### src/rtl/enemy_spawner_if.sv
// Enemy-state bus between the spawner (master) and the game-state /
// collision logic (slave): hit reports in, per-slot enemy state out.
interface enemy_spawner_if #(
  parameter int N_ENEMY = 8,
  parameter int IW      = (N_ENEMY > 1) ? $clog2(N_ENEMY) : 1
);
  logic                     hit_valid;
  logic [IW-1:0]            hit_idx;
  logic [N_ENEMY-1:0]       enemy_alive;
  logic [N_ENEMY-1:0][9:0]  enemy_x;
  logic [N_ENEMY-1:0][8:0]  enemy_y;

  modport master (input hit_valid, hit_idx, output enemy_alive, enemy_x, enemy_y);
  modport slave  (output hit_valid, hit_idx, input enemy_alive, enemy_x, enemy_y);
endinterface

### src/rtl/enemy_spawner.sv
// Enemy spawner: owns N_ENEMY slots, spawns at LFSR-chosen columns on a timer,
// walks live enemies down the screen, kills slots on hit reports.
// Frozen outside S_RUN so the game-over screen is stable.
// Optional macro ENEMY_SPEEDUP_EN: move period shrinks with score level.
module enemy_spawner #(
  parameter int          N_ENEMY      = 8,
  parameter int          SPAWN_PERIOD = 25000000,
  parameter int          MOVE_PERIOD  = 500000,
  parameter int          STEP         = 1,
  parameter int          Y_MAX        = 479,
  parameter logic [15:0] LFSR_SEED    = 16'hACE1
) (
  input  logic                  clk,
  input  logic                  reset,
  input  logic                  start,
  input  logic                  gameover,
  enemy_spawner_if.master       bus,
  output logic [15:0]           score,
  output logic                  running
);
  localparam int MW = $clog2(MOVE_PERIOD + 1);
  localparam int SW = $clog2(SPAWN_PERIOD + 1);

  typedef enum logic {S_IDLE, S_RUN} state_t;

  state_t                  state, state_nx;
  logic [15:0]             lfsr, lfsr_nx;
  logic [MW-1:0]           mv_cnt, mv_nx;
  logic [SW-1:0]           sp_cnt, sp_nx;
  logic [N_ENEMY-1:0]      alive, alive_nx;
  logic [N_ENEMY-1:0][9:0] xs, xs_nx;
  logic [N_ENEMY-1:0][8:0] ys, ys_nx;
  logic [15:0]             score_nx;
  int                      eff_period;
  logic                    mv_wrap, sp_wrap, hit_ok, found;
  logic [4:0]              col;
  logic [9:0]              ysum;

  assign bus.enemy_alive = alive;
  assign bus.enemy_x     = xs;
  assign bus.enemy_y     = ys;

`ifdef ENEMY_SPEEDUP_EN
  logic [1:0] level;
  // Speed level from kill count: every 16 kills halves the move period, up to 3 times.
  always_comb begin
    level      = (score[15:4] >= 12'd3) ? 2'd3 : score[5:4];
    eff_period = MOVE_PERIOD >> level;
    if (eff_period < 1) eff_period = 1;
  end
`else
  assign eff_period = MOVE_PERIOD;
`endif

  // Free-running 16-bit Galois LFSR, taps 16'hB400.
  assign lfsr_nx = lfsr[0] ? ((lfsr >> 1) ^ 16'hB400) : (lfsr >> 1);

  // State register.
  always_ff @(posedge clk or negedge reset) begin
    if (!reset) state <= S_IDLE;
    else        state <= state_nx;
  end

  // Next-state: start only matters in idle, gameover only while running.
  always_comb begin
    state_nx = state;
    case (state)
      S_IDLE: if (start)    state_nx = S_RUN;
      S_RUN:  if (gameover) state_nx = S_IDLE;
      default:              state_nx = S_IDLE;
    endcase
  end

  // Slot/score/counter update; all decisions use pre-edge alive bits.
  always_comb begin
    alive_nx = alive;
    xs_nx    = xs;
    ys_nx    = ys;
    score_nx = score;
    mv_nx    = mv_cnt;
    sp_nx    = sp_cnt;
    mv_wrap  = (int'(mv_cnt) >= eff_period - 1);
    sp_wrap  = (int'(sp_cnt) >= SPAWN_PERIOD - 1);
    hit_ok   = bus.hit_valid && (int'(bus.hit_idx) < N_ENEMY) && alive[bus.hit_idx];
    col      = (lfsr[4:0] < 5'd20) ? lfsr[4:0] : lfsr[4:0] - 5'd12;
    ysum     = '0;
    found    = 1'b0;
    if (state == S_IDLE && start) begin
      alive_nx = '0;
      xs_nx    = '0;
      ys_nx    = '0;
      score_nx = '0;
      mv_nx    = '0;
      sp_nx    = '0;
    end else if (state == S_RUN && !gameover) begin
      mv_nx = mv_wrap ? '0 : mv_cnt + MW'(1);
      sp_nx = sp_wrap ? '0 : sp_cnt + SW'(1);
      if (mv_wrap) begin
        for (int i = 0; i < N_ENEMY; i++) begin
          if (alive[i]) begin
            ysum     = {1'b0, ys[i]} + 10'(STEP);
            ys_nx[i] = (ysum > 10'(Y_MAX)) ? 9'(Y_MAX) : ysum[8:0];
          end
        end
      end
      // Spawn into the lowest-index dead slot; overrides any same-cycle move.
      if (sp_wrap) begin
        for (int i = 0; i < N_ENEMY; i++) begin
          if (!alive[i] && !found) begin
            found       = 1'b1;
            alive_nx[i] = 1'b1;
            xs_nx[i]    = {col, 5'b0};
            ys_nx[i]    = '0;
          end
        end
      end
      if (hit_ok) begin
        alive_nx[bus.hit_idx] = 1'b0;
        if (score != 16'hFFFF) score_nx = score + 16'd1;
      end
    end
  end

  // Datapath and output registers.
  always_ff @(posedge clk or negedge reset) begin
    if (!reset) begin
      lfsr    <= LFSR_SEED;
      mv_cnt  <= '0;
      sp_cnt  <= '0;
      alive   <= '0;
      xs      <= '0;
      ys      <= '0;
      score   <= '0;
      running <= 1'b0;
    end else begin
      lfsr    <= lfsr_nx;
      mv_cnt  <= mv_nx;
      sp_cnt  <= sp_nx;
      alive   <= alive_nx;
      xs      <= xs_nx;
      ys      <= ys_nx;
      score   <= score_nx;
      running <= (state_nx == S_RUN);
    end
  end
endmodule

### src/flat_wrapper.sv
// flat-port wrapper written by rule: the top's interface ports become plain ports
module enemy_spawner_flat 
#(
  parameter int          N_ENEMY      = 8,
  parameter int          SPAWN_PERIOD = 25000000,
  parameter int          MOVE_PERIOD  = 500000,
  parameter int          STEP         = 1,
  parameter int          Y_MAX        = 479,
  parameter logic [15:0] LFSR_SEED    = 16'hACE1
)
  (clk, reset, start, gameover, score, running, bus_hit_valid, bus_hit_idx, bus_enemy_alive, bus_enemy_x, bus_enemy_y);
  enemy_spawner_if #(.N_ENEMY(N_ENEMY)) bus_i ();
  input  logic clk;
  input  logic reset;
  input  logic start;
  input  logic gameover;
  output logic [15:0] score;
  output logic running;
  input wire logic [$bits(bus_i.hit_valid)-1:0] bus_hit_valid;
  input wire logic [$bits(bus_i.hit_idx)-1:0] bus_hit_idx;
  output wire logic [$bits(bus_i.enemy_alive)-1:0] bus_enemy_alive;
  output wire logic [$bits(bus_i.enemy_x)-1:0] bus_enemy_x;
  output wire logic [$bits(bus_i.enemy_y)-1:0] bus_enemy_y;
  assign bus_i.hit_valid = bus_hit_valid;
  assign bus_i.hit_idx = bus_hit_idx;
  assign bus_enemy_alive = bus_i.enemy_alive;
  assign bus_enemy_x = bus_i.enemy_x;
  assign bus_enemy_y = bus_i.enemy_y;
  enemy_spawner #(.N_ENEMY(N_ENEMY), .SPAWN_PERIOD(SPAWN_PERIOD), .MOVE_PERIOD(MOVE_PERIOD), .STEP(STEP), .Y_MAX(Y_MAX), .LFSR_SEED(LFSR_SEED)) u_core (.clk(clk), .reset(reset), .start(start), .gameover(gameover), .bus(bus_i), .score(score), .running(running));
endmodule
### config.mk
export PLATFORM = sky130hd
export DESIGN_NAME = enemy_spawner_flat
export DESIGN_NICKNAME = d
export VERILOG_FILES = /design/src/rtl/enemy_spawner_if.sv /design/src/rtl/enemy_spawner.sv /design/src/flat_wrapper.sv
export SDC_FILE = /design/constraint.sdc
export NUM_CORES = 1
export LEC_CHECK = 0
export CORE_MARGIN = 2
export CORE_UTILIZATION = 44
export DETAILED_ROUTE_END_ITERATION = 10
export GPL_TIMING_DRIVEN = 1
export PLACE_DENSITY_LB_ADDON = 0.3
export SETUP_SLACK_MARGIN = 0.02
export SLEW_MARGIN = 20
export SYNTH_ARGS = -nofsm -noshare
export SYNTH_HDL_FRONTEND = slang
export SYNTH_SLANG_ARGS = --single-unit
### constraint.sdc
create_clock -name clk -period 3.03 [get_ports clk]
set_clock_uncertainty 0.15 [all_clocks]
set_input_delay 0.606 -clock clk [delete_from_list [all_inputs] [get_ports clk]]
set_output_delay 0.606 -clock clk [all_outputs]
set_load 0.005 [all_outputs]
==> out/metrics.cfg <==
[sta]
maxSlewHeadroom_pct=43.4
rsz0062_at_grt=yes
finalCritPeriodShare_pct=95.3
layout_setup_ws_ps=144
slew_viol_final=0
period_needed_ps=2890
hold_viol=0
worst_pin_slew_ps=845
timing.fmax_ghz=0.346
hold_slack_ps=6.77
setup_viol=0
tns_ps=0

[cells_and_area]
final_cell_mix=189 x dfrtp_1, 143 x clkdlybuf4s50_1, 115 x nand2_1
layout.cells.non_filler=1718
layout-drive-gt1-share_pct=10.1
final_common_cell=dfrtp_1
final_area_um2=13900
num_antenna_cells=0
regArea_um2=4940
nets=1403
area_growth_pct=23.4
fillCellCount=2236
fin_util_pct=55.2
multi_input_area_um2=5790

[clocking]
cts_made_buffers=17
cts.path.max_buffers=2
ctsHoldBuffers=0
clkSinkCount=197
cts.clk_slew.worst_paths_ps=80
cts_tree=built
clockRootBuffer=clkbuf_16
worst_skew_pair.late_latency_ps=440
cts_max_level=4

[placement]
port_buffers=144
place_inst=1683
place_ws_ps=147
gp_congestion=0.901
dp_hpwl_um=22000
placed_cell_area_um2=13200

[detailed_routing]
antenna_left=0
post_drt_wl_per_cell_um=18.5
drc=0
vias=10353
finalWirelength_um=31800
dr.first_iter.drc_count=853
first_pass_iters=5
post_drt_via_cell_ratio=6.03

[die]
die_area_um2=26900
fp.dieH_um=164
coreArea_um2=25200
initial_utilization_pct=44.7
die-width_um=164
core.rowCount=58
io_pins=185

[logic_synthesis]
yosys_register_bits=197
postSynthAreaPerCell_um2=9.25
yosysUniqueCellTypes=75
synthArstFlopShare_pct=100
syn_area_um2=11300
netlist_instances=1218
synth_ff_type=dfrtp_1
ys_warn_count=0
yosysSeqAreaShare_pct=43.8
synth-edff-count=0

[critical_path]
crit_path_max_fanout=14
end_kind=flop
startpoint_type=flop
r2r-start=u_core.mv_cnt[7]$_DFFE_PN0P_
critPathKind=reg2reg
worstPathRequired_ps=3210
worstPathArrival_ps=3070
cp-startpoint=u_core.mv_cnt[7]$_DFFE_PN0P_

[global_route]
grt_first_pass_wirelength_um=51300
grt_start_max_net_pins=64
grt_pass1_vias=9816
grtUsageTotal_pct=23.7
antenna_found_initial=0
grt_overflow=0

[status]
status=finished, final reports clean

[power_and_ir_drop]
total_power_mw=5.70
max-vdd-ir-drop_uv=358
p_leak_nw=5.77
power.density_nw_per_um2=410

[worst_hold_path]
hp-class=in2async

[flow_run]
drv_cap=0

layer usage:
layer  vias up  track usage (%)  routed length [µm]
li1       4800                -                   -
met1      5160             32.8               14100
met2       344             37.5               15200
met3        49             4.62                1850
met4         0             7.74                 627
met5         -                0                   0
worst paths after layout:
kind,end,slack [ps],cells past startpoint
min reg2reg,u_core.lfsr[5]$_DFF_PN1_,200,0
max,u_core.bus.enemy_y[12]$_DFFE_PN0P_,140,7
min,u_core.sp_cnt[11]$_DFFE_PN0P_,7,1
min in group clk,u_core.lfsr[5]$_DFF_PN1_,200,0
max reg2reg,u_core.bus.enemy_y[12]$_DFFE_PN0P_,140,7
max in group asynchronous,u_core.mv_cnt[14]$_DFFE_PN0P_,1940,2
final cells by class:
class                           instances  area share, %
Sequential cell                       197           35.5
Multi-Input combinational cell        913           41.6
Clock inverter                         15           1.60
Tap cell                              330           2.97
Inverter                               40           1.08
Clock buffer                           17           3.06
Timing Repair Buffer                  206           14.2
power breakdown:
group          switching, mW  internal, mW
Clock                   1.27          1.18
Combinational          0.344         0.176
Sequential            0.0600          2.67
cell families after synthesis:
kind of cell | count (synthesis) | share of synthesized area [%]
AND/OR/NAND/NOR | 456 | 20.4
AO/OA/AOI/OAI | 330 | 21.3
XOR/XNOR | 35 | 2.72
multiplexers | 32 | 3.06
flip-flops | 197 | 43.8
adder cells (fa/ha/maj) | 20 | 2.22
buffers and inverters | 147 | 6.37
other | 1 | 0.0333
state kept, by name, indices dropped and copies added, names as in the netlist:
| name | flops |
|---|---|
| u_core.bus.enemy_y | 72 |
| u_core.lfsr | 16 |
| u_core.state | 1 |
| u_core.mv_cnt | 19 |
| u_core.bus.enemy_x | 40 |
| u_core.sp_cnt | 25 |
| u_core.score | 16 |
| u_core.bus.enemy_alive | 8 |
critical path, cell delays in order, from the launching register on:
cell and delay [ps]:
dfrtp_1 440, or3_1 430, nor4_1 440, o221a_2 280
buf_4 220, o2111ai_1 260, nand2b_1 260, o221a_2 290
what timing repair did:
action / CTS / global route
setup endpoints to repair: 0 / 8
setup buffers: 0 / 3
gates resized for setup: 0 / 2
Yosys cell counts, drive strengths merged (30+ instances only):
| cell type | instances | area (µm²) |
|---|---|---|
| a21oi | 58 | 290 |
| a31oi | 43 | 269 |
| and3 | 36 | 225 |
| buf | 51 | 358 |
| clkbuf | 56 | 210 |
| dfrtp | 189 | 4730 |
| inv | 40 | 150 |
| mux2i | 30 | 300 |
| nand2 | 115 | 432 |
| nand3 | 70 | 350 |
| nor2 | 84 | 315 |
| nor3 | 32 | 160 |
| o21ai | 50 | 250 |
(Power assumes the default switching activity.)
